===== src/rtl/parking_alloc.sv =====
// Parking-slot allocator: ALLOC / RELEASE / LOOKUP over NSLOTS plate registers
// using a fixed-length NSLOTS-cycle scan, with saturating per-slot occupancy timers.
module parking_alloc #(
    parameter int NSLOTS  = 6,
    parameter int NZONES  = 3,
    parameter int PLATE_W = 24,
    parameter int CNT_W   = 21,
    localparam int SW = $clog2(NSLOTS),
    localparam int ZW = (NZONES > 1) ? $clog2(NZONES) : 1,
    localparam int OW = $clog2(NSLOTS + 1)
) (
    input  logic               clk,
    input  logic               rst,
    input  logic               cmd_valid,
    output logic               cmd_ready,
    input  logic [1:0]         cmd_op,
    input  logic [ZW-1:0]      cmd_zone,
    input  logic [PLATE_W-1:0] cmd_plate,
    output logic               rsp_valid,
    output logic [2:0]         rsp_status,
    output logic [SW-1:0]      rsp_slot,
    output logic [CNT_W-1:0]   rsp_time,
    output logic [OW-1:0]      occ_count,
    output logic               full
);

    localparam logic [1:0] OP_NOP     = 2'b00;
    localparam logic [1:0] OP_ALLOC   = 2'b01;
    localparam logic [1:0] OP_RELEASE = 2'b10;
    localparam logic [1:0] OP_LOOKUP  = 2'b11;

    localparam logic [2:0] S_OK       = 3'd0;
    localparam logic [2:0] S_FULL     = 3'd1;
    localparam logic [2:0] S_NOTFOUND = 3'd2;
    localparam logic [2:0] S_DUP      = 3'd3;
    localparam logic [2:0] S_BADARG   = 3'd4;

    localparam logic [CNT_W-1:0] TMAX = {CNT_W{1'b1}};

    typedef enum logic [1:0] {
        ST_IDLE = 2'd0,
        ST_SCAN = 2'd1,
        ST_RESP = 2'd2
    } state_t;

    state_t r_state;
    state_t w_state_nxt;

    logic [PLATE_W-1:0] r_plates [NSLOTS];
    logic [CNT_W-1:0]   r_timers [NSLOTS];

    logic [1:0]         r_op;
    logic [PLATE_W-1:0] r_plate;
    logic               r_bad;
    logic [SW-1:0]      r_idx;
    logic [SW-1:0]      r_k;
    logic               r_free_found;
    logic [SW-1:0]      r_free_slot;
    logic               r_match_found;
    logic [SW-1:0]      r_match_slot;
    logic [CNT_W-1:0]   r_match_time;

    logic               r_rsp_valid;
    logic [2:0]         r_rsp_status;
    logic [SW-1:0]      r_rsp_slot;
    logic [CNT_W-1:0]   r_rsp_time;
    logic [OW-1:0]      r_occ;
    logic               r_full;

    logic               w_accept;
    logic               w_zone_bad;
    logic [SW-1:0]      w_base;
    logic [SW-1:0]      w_idx_nxt;
    logic [2:0]         w_status;
    logic [SW-1:0]      w_slot;
    logic [CNT_W-1:0]   w_time;
    logic               w_commit_alloc;
    logic               w_commit_rel;
    logic [OW-1:0]      w_occ;

    assign cmd_ready  = (r_state == ST_IDLE);
    assign w_accept   = cmd_valid && (r_state == ST_IDLE) && (cmd_op != OP_NOP);
    assign w_zone_bad = (32'(cmd_zone) >= 32'(NZONES));
    assign w_idx_nxt  = (r_idx == SW'(NSLOTS - 1)) ? {SW{1'b0}} : r_idx + SW'(1);

    assign rsp_valid  = r_rsp_valid;
    assign rsp_status = r_rsp_status;
    assign rsp_slot   = r_rsp_slot;
    assign rsp_time   = r_rsp_time;
    assign occ_count  = r_occ;
    assign full       = r_full;

    // Scan start: ALLOC starts in its zone, other ops always scan from slot 0.
    always_comb begin
        w_base = {SW{1'b0}};
        if ((cmd_op == OP_ALLOC) && !w_zone_bad) begin
            w_base = SW'((32'(cmd_zone) * 32'(NSLOTS)) / 32'(NZONES));
        end else begin
            w_base = {SW{1'b0}};
        end
    end

    // FSM state register.
    always_ff @(posedge clk) begin
        if (rst) begin
            r_state <= ST_IDLE;
        end else begin
            r_state <= w_state_nxt;
        end
    end

    // FSM next state.
    always_comb begin
        w_state_nxt = r_state;
        case (r_state)
            ST_IDLE: begin
                if (w_accept) begin
                    w_state_nxt = ST_SCAN;
                end else begin
                    w_state_nxt = ST_IDLE;
                end
            end
            ST_SCAN: begin
                if (r_k == SW'(NSLOTS - 1)) begin
                    w_state_nxt = ST_RESP;
                end else begin
                    w_state_nxt = ST_SCAN;
                end
            end
            ST_RESP: w_state_nxt = ST_IDLE;
            default: w_state_nxt = ST_IDLE;
        endcase
    end

    // Operand latch and per-cycle scan bookkeeping.
    always_ff @(posedge clk) begin
        if (rst) begin
            r_op          <= OP_NOP;
            r_plate       <= {PLATE_W{1'b0}};
            r_bad         <= 1'b0;
            r_idx         <= {SW{1'b0}};
            r_k           <= {SW{1'b0}};
            r_free_found  <= 1'b0;
            r_free_slot   <= {SW{1'b0}};
            r_match_found <= 1'b0;
            r_match_slot  <= {SW{1'b0}};
            r_match_time  <= {CNT_W{1'b0}};
        end else begin
            case (r_state)
                ST_IDLE: begin
                    if (w_accept) begin
                        r_op          <= cmd_op;
                        r_plate       <= cmd_plate;
                        r_bad         <= (cmd_plate == {PLATE_W{1'b0}}) ||
                                         ((cmd_op == OP_ALLOC) && w_zone_bad);
                        r_idx         <= w_base;
                        r_k           <= {SW{1'b0}};
                        r_free_found  <= 1'b0;
                        r_match_found <= 1'b0;
                    end
                end
                ST_SCAN: begin
                    if ((r_plates[r_idx] == {PLATE_W{1'b0}}) && !r_free_found) begin
                        r_free_found <= 1'b1;
                        r_free_slot  <= r_idx;
                    end
                    // Plate 0 would alias empty slots; it is rejected anyway.
                    if ((r_plates[r_idx] == r_plate) && (r_plate != {PLATE_W{1'b0}}) &&
                        !r_match_found) begin
                        r_match_found <= 1'b1;
                        r_match_slot  <= r_idx;
                        r_match_time  <= r_timers[r_idx];
                    end
                    r_idx <= w_idx_nxt;
                    r_k   <= r_k + SW'(1);
                end
                default: begin
                    r_k <= {SW{1'b0}};
                end
            endcase
        end
    end

    // Outcome decode from the completed scan.
    always_comb begin
        w_status = S_OK;
        w_slot   = {SW{1'b0}};
        w_time   = {CNT_W{1'b0}};
        case (r_op)
            OP_ALLOC: begin
                if (r_bad) begin
                    w_status = S_BADARG;
                end else if (r_match_found) begin
                    w_status = S_DUP;
                    w_slot   = r_match_slot;
                end else if (!r_free_found) begin
                    w_status = S_FULL;
                end else begin
                    w_status = S_OK;
                    w_slot   = r_free_slot;
                end
            end
            OP_RELEASE: begin
                if (r_bad) begin
                    w_status = S_BADARG;
                end else if (r_match_found) begin
                    w_status = S_OK;
                    w_slot   = r_match_slot;
                    w_time   = r_timers[r_match_slot];
                end else begin
                    w_status = S_NOTFOUND;
                end
            end
            OP_LOOKUP: begin
                if (r_bad) begin
                    w_status = S_BADARG;
                end else if (r_match_found) begin
                    w_status = S_OK;
                    w_slot   = r_match_slot;
                    w_time   = r_match_time;
                end else begin
                    w_status = S_NOTFOUND;
                end
            end
            default: w_status = S_BADARG;
        endcase
    end

    // Only successful ALLOC / RELEASE modify slot state, on the RESP edge.
    always_comb begin
        w_commit_alloc = 1'b0;
        w_commit_rel   = 1'b0;
        if ((r_state == ST_RESP) && (w_status == S_OK)) begin
            w_commit_alloc = (r_op == OP_ALLOC);
            w_commit_rel   = (r_op == OP_RELEASE);
        end else begin
            w_commit_alloc = 1'b0;
            w_commit_rel   = 1'b0;
        end
    end

    // Slot plates and saturating occupancy timers.
    always_ff @(posedge clk) begin
        for (int i = 0; i < NSLOTS; i++) begin
            if (rst) begin
                r_plates[i] <= {PLATE_W{1'b0}};
                r_timers[i] <= {CNT_W{1'b0}};
            end else if (w_commit_alloc && (r_free_slot == SW'(i))) begin
                r_plates[i] <= r_plate;
                r_timers[i] <= {CNT_W{1'b0}};
            end else if (w_commit_rel && (r_match_slot == SW'(i))) begin
                r_plates[i] <= {PLATE_W{1'b0}};
                r_timers[i] <= {CNT_W{1'b0}};
            end else if ((r_plates[i] != {PLATE_W{1'b0}}) && (r_timers[i] != TMAX)) begin
                r_timers[i] <= r_timers[i] + CNT_W'(1);
            end else begin
                r_timers[i] <= r_timers[i];
            end
        end
    end

    // Occupied-slot population count.
    always_comb begin
        w_occ = {OW{1'b0}};
        for (int i = 0; i < NSLOTS; i++) begin
            w_occ = w_occ + OW'(r_plates[i] != {PLATE_W{1'b0}});
        end
    end

    // Registered response strobe/fields and occupancy status.
    always_ff @(posedge clk) begin
        if (rst) begin
            r_rsp_valid  <= 1'b0;
            r_rsp_status <= 3'd0;
            r_rsp_slot   <= {SW{1'b0}};
            r_rsp_time   <= {CNT_W{1'b0}};
            r_occ        <= {OW{1'b0}};
            r_full       <= 1'b0;
        end else begin
            r_rsp_valid <= (r_state == ST_RESP);
            if (r_state == ST_RESP) begin
                r_rsp_status <= w_status;
                r_rsp_slot   <= w_slot;
                r_rsp_time   <= w_time;
            end
            r_occ  <= w_occ;
            r_full <= (w_occ == OW'(NSLOTS));
        end
    end

endmodule


===== config.mk =====
export PLATFORM = sky130hd
export DESIGN_NAME = parking_alloc
export DESIGN_NICKNAME = d
export VERILOG_FILES = /design/src/rtl/parking_alloc.sv
export SDC_FILE = /design/constraint.sdc
export NUM_CORES = 1
export LEC_CHECK = 0
export BUFFER_PORTS_ARGS = -buffer_cell sky130_fd_sc_hd__buf_4
export CAP_MARGIN = 25
export CORE_ASPECT_RATIO = 1.1
export CORE_MARGIN = 10
export CORE_UTILIZATION = 30
export CTS_BUF_LIST = sky130_fd_sc_hd__clkbuf_2
export CTS_CLUSTER_DIAMETER = 200
export DETAILED_ROUTE_END_ITERATION = 8
export PLACE_DENSITY = 0.54
export SYNTH_ARGS = -nofsm -noshare
export SYNTH_HDL_FRONTEND = slang
export SYNTH_SLANG_ARGS = --single-unit

===== constraint.sdc =====
create_clock -name clk -period 5.8 [get_ports clk]
set_clock_uncertainty 0.05 [all_clocks]
set_input_delay 0.29 -clock clk [delete_from_list [all_inputs] [get_ports clk]]
set_output_delay 0.29 -clock clk [all_outputs]
set_load 0.05 [all_outputs]

# == After elaboration in Yosys (flattened, before gate mapping) ==
# Memories as Yosys holds them, arrays and structs flattened. A register that Yosys moved wholly into a read port is not among the register bits.
# Index checks and enable logic that the tools add are counted.
# word_totals
ff_bits,75
ram_bits,270
output_inout_bits,33
word_cells,328
n_memories,2
# memory_table
name,depth,width,rd,rd_ports_with_merged_regs,wr,line,rtl
r_plates,6,24,7,1,6,49,logic [PLATE_W-1:0] r_plates [NSLOTS];
r_timers,6,21,8,2,6,50,logic [CNT_W-1:0] r_timers [NSLOTS];
# classes
addsub,13
multipliers,1
div_mod_pow,1
n_lt_le_gt_ge,1
n_eq_ne,29
muxes,177
bitwise_logic,36
reduce_logical,52
# ops
operator,count
$mux W21,28
$mux W24,12
$reduce_bool A24 Y1,7
$add A21 B1 Y21 const B,6
$ne A21 B21 Y1 const B,6
$mux W1,111
$logic_not A24 Y1,2
$mux W3,15
$pmux W21 S2,1
$or A1 B1 Y1,36
$div A5 B2 Y32 const B,1
$logic_and A1 B1 Y1,26
$eq A24 B24 Y1,1
$pmux W3 S2,4
$eq A3 B3 Y1 const B,7
$eq A3 B2 Y1 const B,4
$add A3 B1 Y3,3
$logic_not A3 Y1,3
$reduce_and A2 Y1,4
$add A3 B1 Y3 const B,2
$eq A2 B1 Y1 const B,3
$eq A2 B2 Y1 const B,3
$eq A3 B1 Y1 const B,2
$mux W2,3
other kinds (14),20

# == Longest topological paths before layout ==
# depth
word_depth,15
mapped_depth,12
ltp_nobuf,11

# == Least setup slack after synthesis ==
# No wires, ideal clock.
# synth_timing
path_type,reg-to-reg
from,reg r_match_found
to,mem r_timers[2][0] (enable)
t_arrival_ns,4.888
path_slack_ns,0.481
stages_incl_launch_ff,7
path_buffers,1
cell_sequence,dfxtp_1 clkbuf_1 nand2b_1 nor2_1 nand4b_1 o311ai_0 nand2b_1
# synth_lines
item,line,rtl
start: declaration,59,logic r_match_found;
start signal: assignment,145,r_match_found <= 1'b0;
start signal: assignment,159,r_match_found <= 1'b0;
start signal: assignment,170,r_match_found <= 1'b1;
end: declaration,50,

==> flow_summary.toml <==
[run_status]
status = "completed"

[synthesis]
synth_nets = 1988
synth_cell_types = 72
synth_edf_count = 270
async_flop_share_pct = 0
yosysWarningCount = 0
avgSynthCellArea_um2 = 10.6
netlist_area_mm2 = 0.0206
synthFlopType = "edfxtp_1"
synthCells = 1935
seq_area_frac_synth_pct = 49.4
synth_seq_cells = 372

[route]
drtIter0Drc = 1341
dr.pass1.iters = 5
wl_mm = 63.7
wire_per_inst_um = 20.4
dr_total_vias = 16200
drtAntennaViolNets = 0
drcViolationCount = 0
viasPerCell = 5.18

[clocking]
clk_path_buf_depth = 3
cts-root-buf = "clkbuf_2"
clock_latency_ps = 1130
ctsHoldBuffers = 114
ctsHtreeMaxLevel = 3
cts_resized = 0
post_cts_buffers = 0
cts_tree = "done"
cts_buffers = 97
path_clk_slew_ps = 110
cts.sinks = 372

[global_routing]
grt_pass1_vias = 16500
grt_util_all_layers_pct = 15.7
antenna_found_initial = 7
grt_pass1_wl_mm = 97.5
grt_max_degree = 54
overflow = 0

[floorplan]
coreArea_mm2 = 0.0678
start_util_pct = 30.3
die_y_um = 295
die-area_mm2 = 0.0794
num_rows = 100
die_w_um = 270
ios = 64

[pwr]
leakagePower_nw = 8.67
vdd_drop_max_mv = 0.143
power_density_mw_per_mm2 = 227

[setup_path]
critical_path.startpoint_type = "flip-flop"
end_kind = "flip-flop"
worstPathRequired_ps = 6750
rr_endpoint = "full"
arrival_ps = 5000
critPathMaxFanout = 2
worst-setup-path-type = "reg2reg"
reg2reg_depth = 11
r2r_start = "r_plates[0][5]"
reg2reg_slack_ps = 1760

[placement]
hpwl_mm = 44.2
io_buffers = 63
place.gp.congestion = 0.900
dp.cells = 2814

[sta]
hold_viol_final = 0
setup_viol = 0
setup_tns_ps = 0
rsz0062_at_grt = "no"
whs_ps = 165
tightestPinTransition_ps = 1070
fmax_mhz = 247
fin_crit_ps = 4040
slew-limit-headroom_pct = 28.2
finalCritPeriodShare_pct = 69.7
drv_slew = 0

[final_layout]
syn2layout_area_growth_pct = 17.4
num-nets-final = 2167
fill_cells = 6829
layout-drive-gt1-share_pct = 16.6
final_cell_mix = "edfxtp_1, nor2_1, nand2_1, clkbuf_2, and2_1"
mostFrequentLayoutCell = "edfxtp_1"
final_cells = 3123

[hold_path]
min_to = "rsp_status[1]"
worstHoldStart = "rst"
worstHoldPathCells = 3
hold_path.class = "in2reg"

[run]
cap_violations = 0
==> worst max-delay path by stage <==
stage                    startpoint              to
floorplan             r_match_found  r_timers[2][0]
global placement     r_plates[0][1]            full
detailed placement  r_plates[0][13]            full
CTS                 r_plates[0][13]            full
global route         r_plates[0][1]            full
finish               r_plates[0][5]            full
==> power by group <==
part / switching (W) / leakage (nW) / internal [W]
Sequential: 0.000106 / 3.86 / 0.00289
Combinational: 0.000277 / 4.09 / 0.000226
Clock: 0.00115 / 0.727 / 0.000828
==> registers in the layout (all words and copies together) (netlist names), 2 cells and up, named ones only <==
signal	count
r_plates	144
r_state	2
rsp_status	3
r_idx	3
r_timers	126
occ_count	3
rsp_slot	3
rsp_time	21
r_k	3
r_match_time	21
r_match_slot	3
r_op	2
r_free_slot	3
r_plate	24
==> metrics by stage <==
step           utilization [%]  instance area, um^2  total power (W)  setup slack (ps)
3_3_place_gp              32.3                21900          0.00347              1800
3_5_place_dp              32.3                21900          0.00348              1810
5_1_grt                   35.6                24100          0.00573              1590
6_report                  35.6                24100          0.00548              1760
2_1_floorplan                -                20600          0.00332               481
4_1_cts                   35.4                24000          0.00552              1770
==> synthesized netlist by cell type, types with 5 or more instances <==
| master | n | area [um^2] |
|---|---|---|
| xnor2_1 | 62 | 543 |
| a31oi_1 | 6 | 37.5 |
| o211ai_1 | 31 | 233 |
| o21ai_0 | 61 | 305 |
| mux2_1 | 6 | 67.6 |
| o311ai_0 | 5 | 43.8 |
| o22ai_1 | 5 | 31.3 |
| o221ai_1 | 5 | 43.8 |
| nand3_1 | 60 | 300 |
| nor3_1 | 36 | 180 |
| ha_1 | 19 | 238 |
| nand2_1 | 201 | 754 |
| nor2b_1 | 15 | 93.8 |
| edfxtp_1 | 270 | 8110 |
| and4_1 | 10 | 87.6 |
| buf_6 | 6 | 67.6 |
| mux2i_1 | 101 | 1010 |
| clkbuf_1 | 103 | 387 |
| mux2_2 | 18 | 203 |
| inv_1 | 42 | 158 |
| nand2b_1 | 13 | 81.3 |
| dfxtp_1 | 102 | 2040 |
| nand4_1 | 19 | 119 |
| and3_1 | 29 | 181 |
| or2_2 | 7 | 43.8 |
| nor4b_1 | 5 | 43.8 |
| buf_2 | 9 | 45.0 |
| mux4_2 | 59 | 1330 |
| nor4_1 | 58 | 363 |
| nor2_1 | 211 | 792 |
| and2_1 | 135 | 845 |
| buf_1 | 12 | 45.0 |
| xor2_1 | 66 | 578 |
| a22oi_1 | 28 | 210 |
| a21oi_1 | 41 | 205 |
==> critical path, stage by stage, from the launching register on <==
cell and delay, ps:
edfxtp_1 400, nor4_1 470, nand3_1 190, or4_1 590, fa_1 590, inv_1 60, fa_1 540, inv_1 60
ha_1 210, fa_1 410, nor2b_1 150, and3b_1 210
==> cells by family after synthesis <==
logic type               Yosys count  synth area share [%]
AO/OA/AOI/OAI                    227                  7.39
XOR/XNOR                         128                  5.45
adder cells (fa/ha/maj)           22                  1.45
buffers and inverters            176                  3.54
flip-flops                       372                  49.4
multiplexers                     185                  12.8
AND/OR/NAND/NOR                  825                  20.0
==> metal layers <==
metal  vias up  track usage (%)  wire length (um)
met5         -                0                 0
met4         0             8.02              2930
met3       172             3.27              3670
met2       604             27.1             31900
met1      7948             18.1             25200
li1       7447                -                 -
==> final cells by class <==
class,instances,area (um^2),share of cell area [%]
inverter,43,161,0.669
antenna,11,27.5,0.114
tap,918,1150,4.76
multi-input combinational,1387,9730,40.3
timing repair buffer,213,1960,8.12
sequential,372,10200,42.1
clock buffer,153,766,3.17
clock inverter,26,179,0.742
Power figures use the tool's default switching activity.
